$ cat config.mk
export PLATFORM = sky130hd
export DESIGN_NAME = apb_cfg_master_flat
export DESIGN_NICKNAME = d
export VERILOG_FILES = /design/src/rtl/apb_cfg_master_pkg.sv /design/src/rtl/apb_cfg_master_if.sv /design/src/rtl/apb_cfg_master.sv /design/src/flat_wrapper.sv
export SDC_FILE = /design/constraint.sdc
export NUM_CORES = 1
export LEC_CHECK = 0
export ABC_AREA = 1
export CAP_MARGIN = 20
export CORE_UTILIZATION = 41
export DETAILED_ROUTE_END_ITERATION = 12
export PLACE_DENSITY_LB_ADDON = 0.05
export SYNTH_ARGS = -nofsm -noshare
export SYNTH_HDL_FRONTEND = slang
export SYNTH_SLANG_ARGS = --single-unit
$ cat constraint.sdc
create_clock -name clk -period 1.9 [get_ports clk]
set_clock_uncertainty 0.05 [all_clocks]
set_input_delay 0.285 -clock clk [delete_from_list [all_inputs] [get_ports clk]]
set_output_delay 0.285 -clock clk [all_outputs]
set_load 0.03 [all_outputs]
$ cat src/rtl/apb_cfg_master_pkg.sv
// apb_cfg_master_pkg
//   Shared definitions for the APB configuration master, the register slave
//   and their benches: FSM state encoding, APB bus widths and the register
//   offset map of the accelerator configuration block.
//   No ports (package).

package apb_cfg_master_pkg;

  localparam int APB_ADDR_W = 32;
  localparam int APB_DATA_W = 32;

  // Transfer sequencer states. Exactly one transfer is in flight between
  // leaving IDLE and returning to it.
  typedef enum logic [1:0] {
    IDLE   = 2'd0,
    SETUP  = 2'd1,
    ACCESS = 2'd2,
    RESP   = 2'd3
  } state_e;

  // Configuration register offsets on the slave side.
  localparam logic [APB_ADDR_W-1:0] REG_WEIGHT_XFER = 32'h0000_0000;
  localparam logic [APB_ADDR_W-1:0] REG_LAST_ROW    = 32'h0000_0004;
  localparam logic [APB_ADDR_W-1:0] REG_LAST_COL    = 32'h0000_0008;
  localparam logic [APB_ADDR_W-1:0] REG_SYS_START   = 32'h0000_000C;
  localparam logic [APB_ADDR_W-1:0] REG_ACT_ADDR    = 32'h0000_0010;
  localparam logic [APB_ADDR_W-1:0] REG_BATCH       = 32'h0000_0014;

  // Width of a counter that must be able to hold the value 'limit'.
  // A limit of 0 still gets a 1-bit counter so the logic stays legal.
  function automatic int cnt_width(input int limit);
    return (limit < 1) ? 1 : $clog2(limit + 1);
  endfunction

endpackage

$ cat src/rtl/apb_cfg_master_if.sv
// apb_cfg_master_if
//   Bundles the three channels handled by apb_cfg_master:
//     cmd_*    : command stream from the host side (valid/ready)
//     rsp_*    : one response per command back to the host (valid/ready)
//     m_apb_*  : APB initiator signals toward the configuration slave
//   Modports:
//     master : the view of apb_cfg_master (drives cmd_ready, rsp_*, APB
//              request signals; receives commands and APB completion)
//     slave  : the view of the surrounding environment (command source,
//              response sink and APB register slave)
//
// Handshake rule for cmd and rsp channels: a beat transfers on the rising
// clock edge where valid and ready are both 1. Once valid is raised the
// payload stays stable and valid stays high until that edge; ready may be
// raised or dropped at any time and never depends combinationally on valid.

interface apb_cfg_master_if
  import apb_cfg_master_pkg::*;
#(
  parameter int ADDR_W = APB_ADDR_W,
  parameter int DATA_W = APB_DATA_W
);

  // command channel
  logic              cmd_valid;
  logic              cmd_ready;
  logic              cmd_write;
  logic [ADDR_W-1:0] cmd_addr;
  logic [DATA_W-1:0] cmd_wdata;

  // response channel
  logic              rsp_valid;
  logic              rsp_ready;
  logic [DATA_W-1:0] rsp_rdata;
  logic              rsp_err;
  logic              rsp_timeout;

  // APB initiator
  logic [ADDR_W-1:0] m_apb_paddr;
  logic              m_apb_psel;
  logic              m_apb_penable;
  logic              m_apb_pwrite;
  logic [DATA_W-1:0] m_apb_pwdata;
  logic              m_apb_pready;
  logic [DATA_W-1:0] m_apb_prdata;
  logic              m_apb_pslverr;

  modport master (
    input  cmd_valid, cmd_write, cmd_addr, cmd_wdata,
    output cmd_ready,
    output rsp_valid, rsp_rdata, rsp_err, rsp_timeout,
    input  rsp_ready,
    output m_apb_paddr, m_apb_psel, m_apb_penable, m_apb_pwrite, m_apb_pwdata,
    input  m_apb_pready, m_apb_prdata, m_apb_pslverr
  );

  modport slave (
    output cmd_valid, cmd_write, cmd_addr, cmd_wdata,
    input  cmd_ready,
    input  rsp_valid, rsp_rdata, rsp_err, rsp_timeout,
    output rsp_ready,
    input  m_apb_paddr, m_apb_psel, m_apb_penable, m_apb_pwrite, m_apb_pwdata,
    output m_apb_pready, m_apb_prdata, m_apb_pslverr
  );

endinterface

$ cat src/rtl/apb_cfg_master.sv
// apb_cfg_master
//   APB initiator that converts a valid/ready command stream into single APB
//   transfers and returns exactly one response per command (read data, slave
//   error or timeout). Only one transfer is outstanding at a time, so the
//   best-case throughput is one command every four cycles.
//
// Ports:
//   clk          system clock, all logic on posedge
//   resetn       synchronous reset, active HIGH despite the name
//   bus          apb_cfg_master_if.master: cmd_*, rsp_* and m_apb_* channels
//   o_dbg_state  current FSM state, for observation only
//
// Parameters:
//   ADDR_W   command / APB address width
//   DATA_W   command / APB data width
//   TIMEOUT  ACCESS cycles allowed without pready before aborting; 0 = never

module apb_cfg_master
  import apb_cfg_master_pkg::*;
#(
  parameter int ADDR_W  = APB_ADDR_W,
  parameter int DATA_W  = APB_DATA_W,
  parameter int TIMEOUT = 255
) (
  input  logic                  clk,
  input  logic                  resetn,
  apb_cfg_master_if.master      bus,
  output state_e                o_dbg_state
);

  localparam int CNT_W = cnt_width(TIMEOUT);
  localparam logic [CNT_W-1:0] CNT_MAX  = '1;
  // The abort fires on the ACCESS cycle whose count before increment is
  // TIMEOUT-1, so exactly TIMEOUT ACCESS cycles are spent waiting.
  localparam logic [CNT_W-1:0] LIMIT_M1 = CNT_W'((TIMEOUT > 0) ? TIMEOUT - 1 : 0);
  localparam bit               TO_EN    = (TIMEOUT != 0);

  // ---------------------------------------------------------------------
  // state and registered outputs
  // ---------------------------------------------------------------------
  state_e              r_state;
  logic [ADDR_W-1:0]   r_paddr;
  logic                r_psel;
  logic                r_penable;
  logic                r_pwrite;
  logic [DATA_W-1:0]   r_pwdata;
  logic                r_rsp_valid;
  logic [DATA_W-1:0]   r_rsp_rdata;
  logic                r_rsp_err;
  logic                r_rsp_timeout;
  logic [CNT_W-1:0]    r_cnt;

  state_e              w_state_nxt;
  logic [ADDR_W-1:0]   w_paddr_nxt;
  logic                w_psel_nxt;
  logic                w_penable_nxt;
  logic                w_pwrite_nxt;
  logic [DATA_W-1:0]   w_pwdata_nxt;
  logic                w_rsp_valid_nxt;
  logic [DATA_W-1:0]   w_rsp_rdata_nxt;
  logic                w_rsp_err_nxt;
  logic                w_rsp_timeout_nxt;
  logic [CNT_W-1:0]    w_cnt_nxt;

  logic                w_limit;

  // Limit reached on this ACCESS cycle. A pready in the same cycle takes
  // priority, which the ACCESS branch below enforces by testing pready first.
  assign w_limit = TO_EN && (r_cnt == LIMIT_M1);

  // ---------------------------------------------------------------------
  // next-state and next-output logic
  // ---------------------------------------------------------------------
  always_comb begin
    w_state_nxt       = r_state;
    w_paddr_nxt       = r_paddr;
    w_psel_nxt        = r_psel;
    w_penable_nxt     = r_penable;
    w_pwrite_nxt      = r_pwrite;
    w_pwdata_nxt      = r_pwdata;
    w_rsp_valid_nxt   = r_rsp_valid;
    w_rsp_rdata_nxt   = r_rsp_rdata;
    w_rsp_err_nxt     = r_rsp_err;
    w_rsp_timeout_nxt = r_rsp_timeout;
    w_cnt_nxt         = r_cnt;

    unique case (r_state)
      IDLE: begin
        // cmd_ready is high throughout IDLE, so cmd_valid alone is the handshake.
        if (bus.cmd_valid) begin
          w_paddr_nxt   = bus.cmd_addr;
          w_pwrite_nxt  = bus.cmd_write;
          w_pwdata_nxt  = bus.cmd_write ? bus.cmd_wdata : '0;
          w_psel_nxt    = 1'b1;
          w_penable_nxt = 1'b0;
          w_state_nxt   = SETUP;
        end
      end

      SETUP: begin
        w_penable_nxt = 1'b1;
        w_cnt_nxt     = '0;
        w_state_nxt   = ACCESS;
      end

      ACCESS: begin
        if (bus.m_apb_pready) begin
          w_rsp_valid_nxt   = 1'b1;
          w_rsp_rdata_nxt   = r_pwrite ? '0 : bus.m_apb_prdata;
          w_rsp_err_nxt     = bus.m_apb_pslverr;
          w_rsp_timeout_nxt = 1'b0;
          w_psel_nxt        = 1'b0;
          w_penable_nxt     = 1'b0;
          w_state_nxt       = RESP;
        end else begin
          if (r_cnt != CNT_MAX) begin
            w_cnt_nxt = r_cnt + CNT_W'(1);
          end
          if (w_limit) begin
            w_rsp_valid_nxt   = 1'b1;
            w_rsp_rdata_nxt   = '0;
            w_rsp_err_nxt     = 1'b1;
            w_rsp_timeout_nxt = 1'b1;
            w_psel_nxt        = 1'b0;
            w_penable_nxt     = 1'b0;
            w_state_nxt       = RESP;
          end
        end
      end

      RESP: begin
        if (bus.rsp_ready) begin
          w_rsp_valid_nxt = 1'b0;
          w_state_nxt     = IDLE;
        end
      end

      default: begin
        w_state_nxt = IDLE;
      end
    endcase
  end

  // ---------------------------------------------------------------------
  // registers
  // ---------------------------------------------------------------------
  always_ff @(posedge clk) begin
    if (resetn) begin
      // Mid-transfer reset drops psel/penable and discards any response.
      r_state       <= IDLE;
      r_paddr       <= '0;
      r_psel        <= 1'b0;
      r_penable     <= 1'b0;
      r_pwrite      <= 1'b0;
      r_pwdata      <= '0;
      r_rsp_valid   <= 1'b0;
      r_rsp_rdata   <= '0;
      r_rsp_err     <= 1'b0;
      r_rsp_timeout <= 1'b0;
      r_cnt         <= '0;
    end else begin
      r_state       <= w_state_nxt;
      r_paddr       <= w_paddr_nxt;
      r_psel        <= w_psel_nxt;
      r_penable     <= w_penable_nxt;
      r_pwrite      <= w_pwrite_nxt;
      r_pwdata      <= w_pwdata_nxt;
      r_rsp_valid   <= w_rsp_valid_nxt;
      r_rsp_rdata   <= w_rsp_rdata_nxt;
      r_rsp_err     <= w_rsp_err_nxt;
      r_rsp_timeout <= w_rsp_timeout_nxt;
      r_cnt         <= w_cnt_nxt;
    end
  end

  // ---------------------------------------------------------------------
  // outputs
  // ---------------------------------------------------------------------
  // cmd_ready is a pure state decode: no path from cmd_valid.
  assign bus.cmd_ready     = (r_state == IDLE);
  assign bus.rsp_valid     = r_rsp_valid;
  assign bus.rsp_rdata     = r_rsp_rdata;
  assign bus.rsp_err       = r_rsp_err;
  assign bus.rsp_timeout   = r_rsp_timeout;
  assign bus.m_apb_paddr   = r_paddr;
  assign bus.m_apb_psel    = r_psel;
  assign bus.m_apb_penable = r_penable;
  assign bus.m_apb_pwrite  = r_pwrite;
  assign bus.m_apb_pwdata  = r_pwdata;
  assign o_dbg_state       = r_state;

endmodule

$ cat src/flat_wrapper.sv
// flat-port wrapper written by rule: the top's interface ports become plain ports
module apb_cfg_master_flat import apb_cfg_master_pkg::*;
#(
  parameter int ADDR_W  = APB_ADDR_W,
  parameter int DATA_W  = APB_DATA_W,
  parameter int TIMEOUT = 255
)
  (clk, resetn, o_dbg_state, bus_cmd_valid, bus_cmd_write, bus_cmd_addr, bus_cmd_wdata, bus_cmd_ready, bus_rsp_valid, bus_rsp_rdata, bus_rsp_err, bus_rsp_timeout, bus_rsp_ready, bus_m_apb_paddr, bus_m_apb_psel, bus_m_apb_penable, bus_m_apb_pwrite, bus_m_apb_pwdata, bus_m_apb_pready, bus_m_apb_prdata, bus_m_apb_pslverr);
  apb_cfg_master_if #(.ADDR_W(ADDR_W), .DATA_W(DATA_W)) bus_i ();
  input  logic clk;
  input  logic resetn;
  output state_e o_dbg_state;
  input wire logic [$bits(bus_i.cmd_valid)-1:0] bus_cmd_valid;
  input wire logic [$bits(bus_i.cmd_write)-1:0] bus_cmd_write;
  input wire logic [$bits(bus_i.cmd_addr)-1:0] bus_cmd_addr;
  input wire logic [$bits(bus_i.cmd_wdata)-1:0] bus_cmd_wdata;
  output wire logic [$bits(bus_i.cmd_ready)-1:0] bus_cmd_ready;
  output wire logic [$bits(bus_i.rsp_valid)-1:0] bus_rsp_valid;
  output wire logic [$bits(bus_i.rsp_rdata)-1:0] bus_rsp_rdata;
  output wire logic [$bits(bus_i.rsp_err)-1:0] bus_rsp_err;
  output wire logic [$bits(bus_i.rsp_timeout)-1:0] bus_rsp_timeout;
  input wire logic [$bits(bus_i.rsp_ready)-1:0] bus_rsp_ready;
  output wire logic [$bits(bus_i.m_apb_paddr)-1:0] bus_m_apb_paddr;
  output wire logic [$bits(bus_i.m_apb_psel)-1:0] bus_m_apb_psel;
  output wire logic [$bits(bus_i.m_apb_penable)-1:0] bus_m_apb_penable;
  output wire logic [$bits(bus_i.m_apb_pwrite)-1:0] bus_m_apb_pwrite;
  output wire logic [$bits(bus_i.m_apb_pwdata)-1:0] bus_m_apb_pwdata;
  input wire logic [$bits(bus_i.m_apb_pready)-1:0] bus_m_apb_pready;
  input wire logic [$bits(bus_i.m_apb_prdata)-1:0] bus_m_apb_prdata;
  input wire logic [$bits(bus_i.m_apb_pslverr)-1:0] bus_m_apb_pslverr;
  assign bus_i.cmd_valid = bus_cmd_valid;
  assign bus_i.cmd_write = bus_cmd_write;
  assign bus_i.cmd_addr = bus_cmd_addr;
  assign bus_i.cmd_wdata = bus_cmd_wdata;
  assign bus_cmd_ready = bus_i.cmd_ready;
  assign bus_rsp_valid = bus_i.rsp_valid;
  assign bus_rsp_rdata = bus_i.rsp_rdata;
  assign bus_rsp_err = bus_i.rsp_err;
  assign bus_rsp_timeout = bus_i.rsp_timeout;
  assign bus_i.rsp_ready = bus_rsp_ready;
  assign bus_m_apb_paddr = bus_i.m_apb_paddr;
  assign bus_m_apb_psel = bus_i.m_apb_psel;
  assign bus_m_apb_penable = bus_i.m_apb_penable;
  assign bus_m_apb_pwrite = bus_i.m_apb_pwrite;
  assign bus_m_apb_pwdata = bus_i.m_apb_pwdata;
  assign bus_i.m_apb_pready = bus_m_apb_pready;
  assign bus_i.m_apb_prdata = bus_m_apb_prdata;
  assign bus_i.m_apb_pslverr = bus_m_apb_pslverr;
  apb_cfg_master #(.ADDR_W(ADDR_W), .DATA_W(DATA_W), .TIMEOUT(TIMEOUT)) u_core (.clk(clk), .resetn(resetn), .bus(bus_i), .o_dbg_state(o_dbg_state));
endmodule
==> results.json <==
{
  "initial_utilization_pct": 42.0,
  "crit_type": "reg2out",
  "grt_pass1_wl_mm": 19.3,
  "report.final.setup_viol": 0,
  "fin_nets": 902,
  "cts_buffers": 9,
  "finalWeightedCongestion": 0.768,
  "crit_arrival_ns": 1.46,
  "fin_crit_sh_pct": 94.4,
  "synthCells": 598,
  "place_area_um2": 6720,
  "fin_area_um2": 6950,
  "maxSlewViolCount": 0,
  "dr.pass1.iters": 4,
  "path_clk_slew_ns": 0.10,
  "peakVddDrop_uv": 581,
  "nFillCells": 988,
  "antennaDiodeCount": 0,
  "rows": 38,
  "grt_max_degree": 68,
  "die_height_um": 107,
  "cpMaxStageDelayCell": "clkdlybuf4s50_1",
  "synth.avg_cell_area_um2": 7.58,
  "synthesis.nets": 709,
  "clock.fmax_mhz": 558,
  "drcViolationCount": 0,
  "wl_mm": 12.4,
  "rsz0062_at_grt": "no",
  "cts_num_sinks": 112,
  "hold_viol_final": 0,
  "drive_gt1_share_pct": 6.41,
  "fin_crit_ns": 1.79,
  "worstMarginPinSlew_ns": 0.380,
  "antenna_found_initial": 0,
  "slew_headroom_pct": 74.6,
  "dpl.hpwl_mm": 8.80,
  "start_kind": "register",
  "crit_buf_inv": 1,
  "grt_overflow": 0,
  "grt_pass1_vias": 4084,
  "cts_tree": "built",
  "clock_latency_ns": 0.37,
  "yosys.cell_types.count": 24,
  "vias_per_cell": 4.73,
  "synth_warnings": 0,
  "worst_path_largest_cell_delay_ns": 0.70,
  "end_kind": "primary output",
  "cap_violations": 0,
  "grt_usage_pct": 21.3,
  "vias": 4428,
  "setup_tns_ns": 0,
  "synth_area_um2": 4530,
  "leakagePower_nw": 2.78,
  "crit_path_max_fanout": 6,
  "rrSetupSlack_ns": 0.18,
  "drt_iter0_drc": 232,
  "syn_to_final_growth_pct": 53.4,
  "hold_path.class": "in2reg",
  "port_buffers": 207,
  "wl_per_cell_um": 13.2,
  "crit_family": "buffers and inverters",
  "coreArea_um2": 10800,
  "outcome": "finished clean",
  "required_ns": 1.56,
  "crit_chain": "clkdlybuf4s50_1",
  "postRouteAntennaNets": 0,
  "worst_hold_slack_ns": 0.402,
  "clockRootBuffer": "clkbuf_8",
  "ios": 208,
  "clock_path_buffers": 2,
  "synth-seq-cells": 112,
  "die_x_um": 107,
  "htreeDepth": 3,
  "fp.dieArea_um2": 11500,
  "power_density_nw_per_um2": 1200,
  "ys_seq_area_share_pct": 49.5,
  "postCtsSetupBuffers": 0,
  "power_mw": 8.33
}
## cells in the mapped netlist
| master | count | area (um^2) |
|---|---|---|
| nor2_1 | 113 | 424 |
| dfxtp_1 | 112 | 2240 |
| nand2_1 | 107 | 402 |
| o21ai_0 | 55 | 275 |
| a21oi_1 | 46 | 230 |
| inv_1 | 46 | 173 |
| o21a_1 | 32 | 240 |
| clkbuf_1 | 22 | 82.6 |
| nand3_1 | 10 | 50.1 |
| o21ai_1 | 10 | 50.1 |
| ha_1 | 8 | 100 |
| nor2_2 | 7 | 43.8 |
| buf_2 | 6 | 30.0 |
| nand2_2 | 6 | 37.5 |
| buf_6 | 4 | 45.0 |
| o21ai_2 | 4 | 35.0 |
| inv_2 | 2 | 7.51 |
| nor3_1 | 2 | 10.0 |
| a31oi_1 | 1 | 6.26 |
| buf_1 | 1 | 3.75 |
| buf_12 | 1 | 20.0 |
| buf_8 | 1 | 15.0 |
| clkbuf_2 | 1 | 5.00 |
| clkinv_1 | 1 | 3.75 |
## per-stage QoR
stage                     worst slack, ns  util (%)  instances
final                               0.107      64.4        936
after global routing               0.0307      64.4        936
after CTS                          0.0328      64.4        936
after detailed placement            0.177      62.2        920
after global placement              0.195      62.2        920
after floorplan                    0.0567         -        598
## registers in the layout (all words and copies together) (netlist names)
signal and flops:
u_core.bus.m_apb_pwdata 32, u_core.bus.rsp_rdata 32, u_core.bus.rsp_timeout 1, u_core.r_cnt 8
u_core.o_dbg_state 2, u_core.bus.rsp_valid 1, u_core.bus.m_apb_penable 1, u_core.bus.m_apb_psel 1
u_core.bus.m_apb_pwrite 1, u_core.bus.m_apb_paddr 32, u_core.bus.rsp_err 1
## cells in the final DEF (no fill, tap or decap), types with 8 or more instances in the layout
| master | instances |
|---|---|
| a21oi_1 | 46 |
| clkbuf_8 | 9 |
| clkdlybuf4s50_1 | 206 |
| dfxtp_1 | 110 |
| ha_1 | 8 |
| inv_1 | 46 |
| nand2_1 | 106 |
| nand3_1 | 10 |
| nor2_1 | 113 |
| o21a_1 | 32 |
| o21ai_0 | 55 |
| o21ai_1 | 10 |
## timing repair
| action | 4_1_cts | 5_1_grt |
|---|---|---|
| resized for setup | 1 | 2 |
| setup endpoints to repair | 1 | 1 |
| hold buffers | 0 | 0 |
## power breakdown
| part | switching, mW | internal, mW | total [mW] | leakage (nW) |
|---|---|---|---|---|
| Sequential | 0.258 | 2.82 | 3.08 | 0.916 |
| Clock | 0.811 | 0.881 | 1.69 | 0.124 |
| Combinational | 2.11 | 1.45 | 3.56 | 1.74 |
| Total | 3.18 | 5.16 | 8.33 | 2.78 |
## kinds of logic after synthesis
| family | after synthesis | synth area share [%] |
|---|---|---|
| AO/OA/AOI/OAI | 148 | 18.5 |
| AND/OR/NAND/NOR | 245 | 21.3 |
| adder cells (fa/ha/maj) | 8 | 2.21 |
| buffers and inverters | 85 | 8.50 |
| flip-flops | 112 | 49.5 |
## final timing paths
check                                            from                         end  cells after the start
worst max-delay path            u_core.o_dbg_state[1]              o_dbg_state[1]                      1
worst min-delay path                 bus_cmd_wdata[5]  u_core.bus.m_apb_pwdata[5]                      3
worst max register to register  u_core.o_dbg_state[0]     u_core.bus.rsp_rdata[0]                      7
worst min register to register   u_core.bus.rsp_valid        u_core.bus.rsp_valid                      2
## final cells by class
type                       count  area [um^2]  share of cell area, %
clock inverter                 7          118                   1.69
inverter                      49          184                   2.65
timing repair buffer         218         2200                   31.6
tap                          140          175                   2.52
clock buffer                   9          124                   1.78
multi-input combinational    401         1910                   27.4
sequential                   112         2240                   32.3
## worst register-to-register path, delay by kind of cell (launching register included)
kind | cells | cell delay (ns)
buffers and inverters | 2 | 0.37
flip-flops | 1 | 0.36
adder cells (fa/ha/maj) | 1 | 0.34
AND/OR/NAND/NOR | 3 | 0.30
AO/OA/AOI/OAI | 1 | 0.21
## per-layer routing
layer  share of wire (%)  vias up  global-route usage [%]
met4                 2.1        0                    9.00
met1                  41     1995                    24.5
met5                   0        -                       0
li1                    -     2272                       -
met2                  49      143                    36.3
met3                 8.3       18                    6.69
Power figures use the tool's default switching activity.
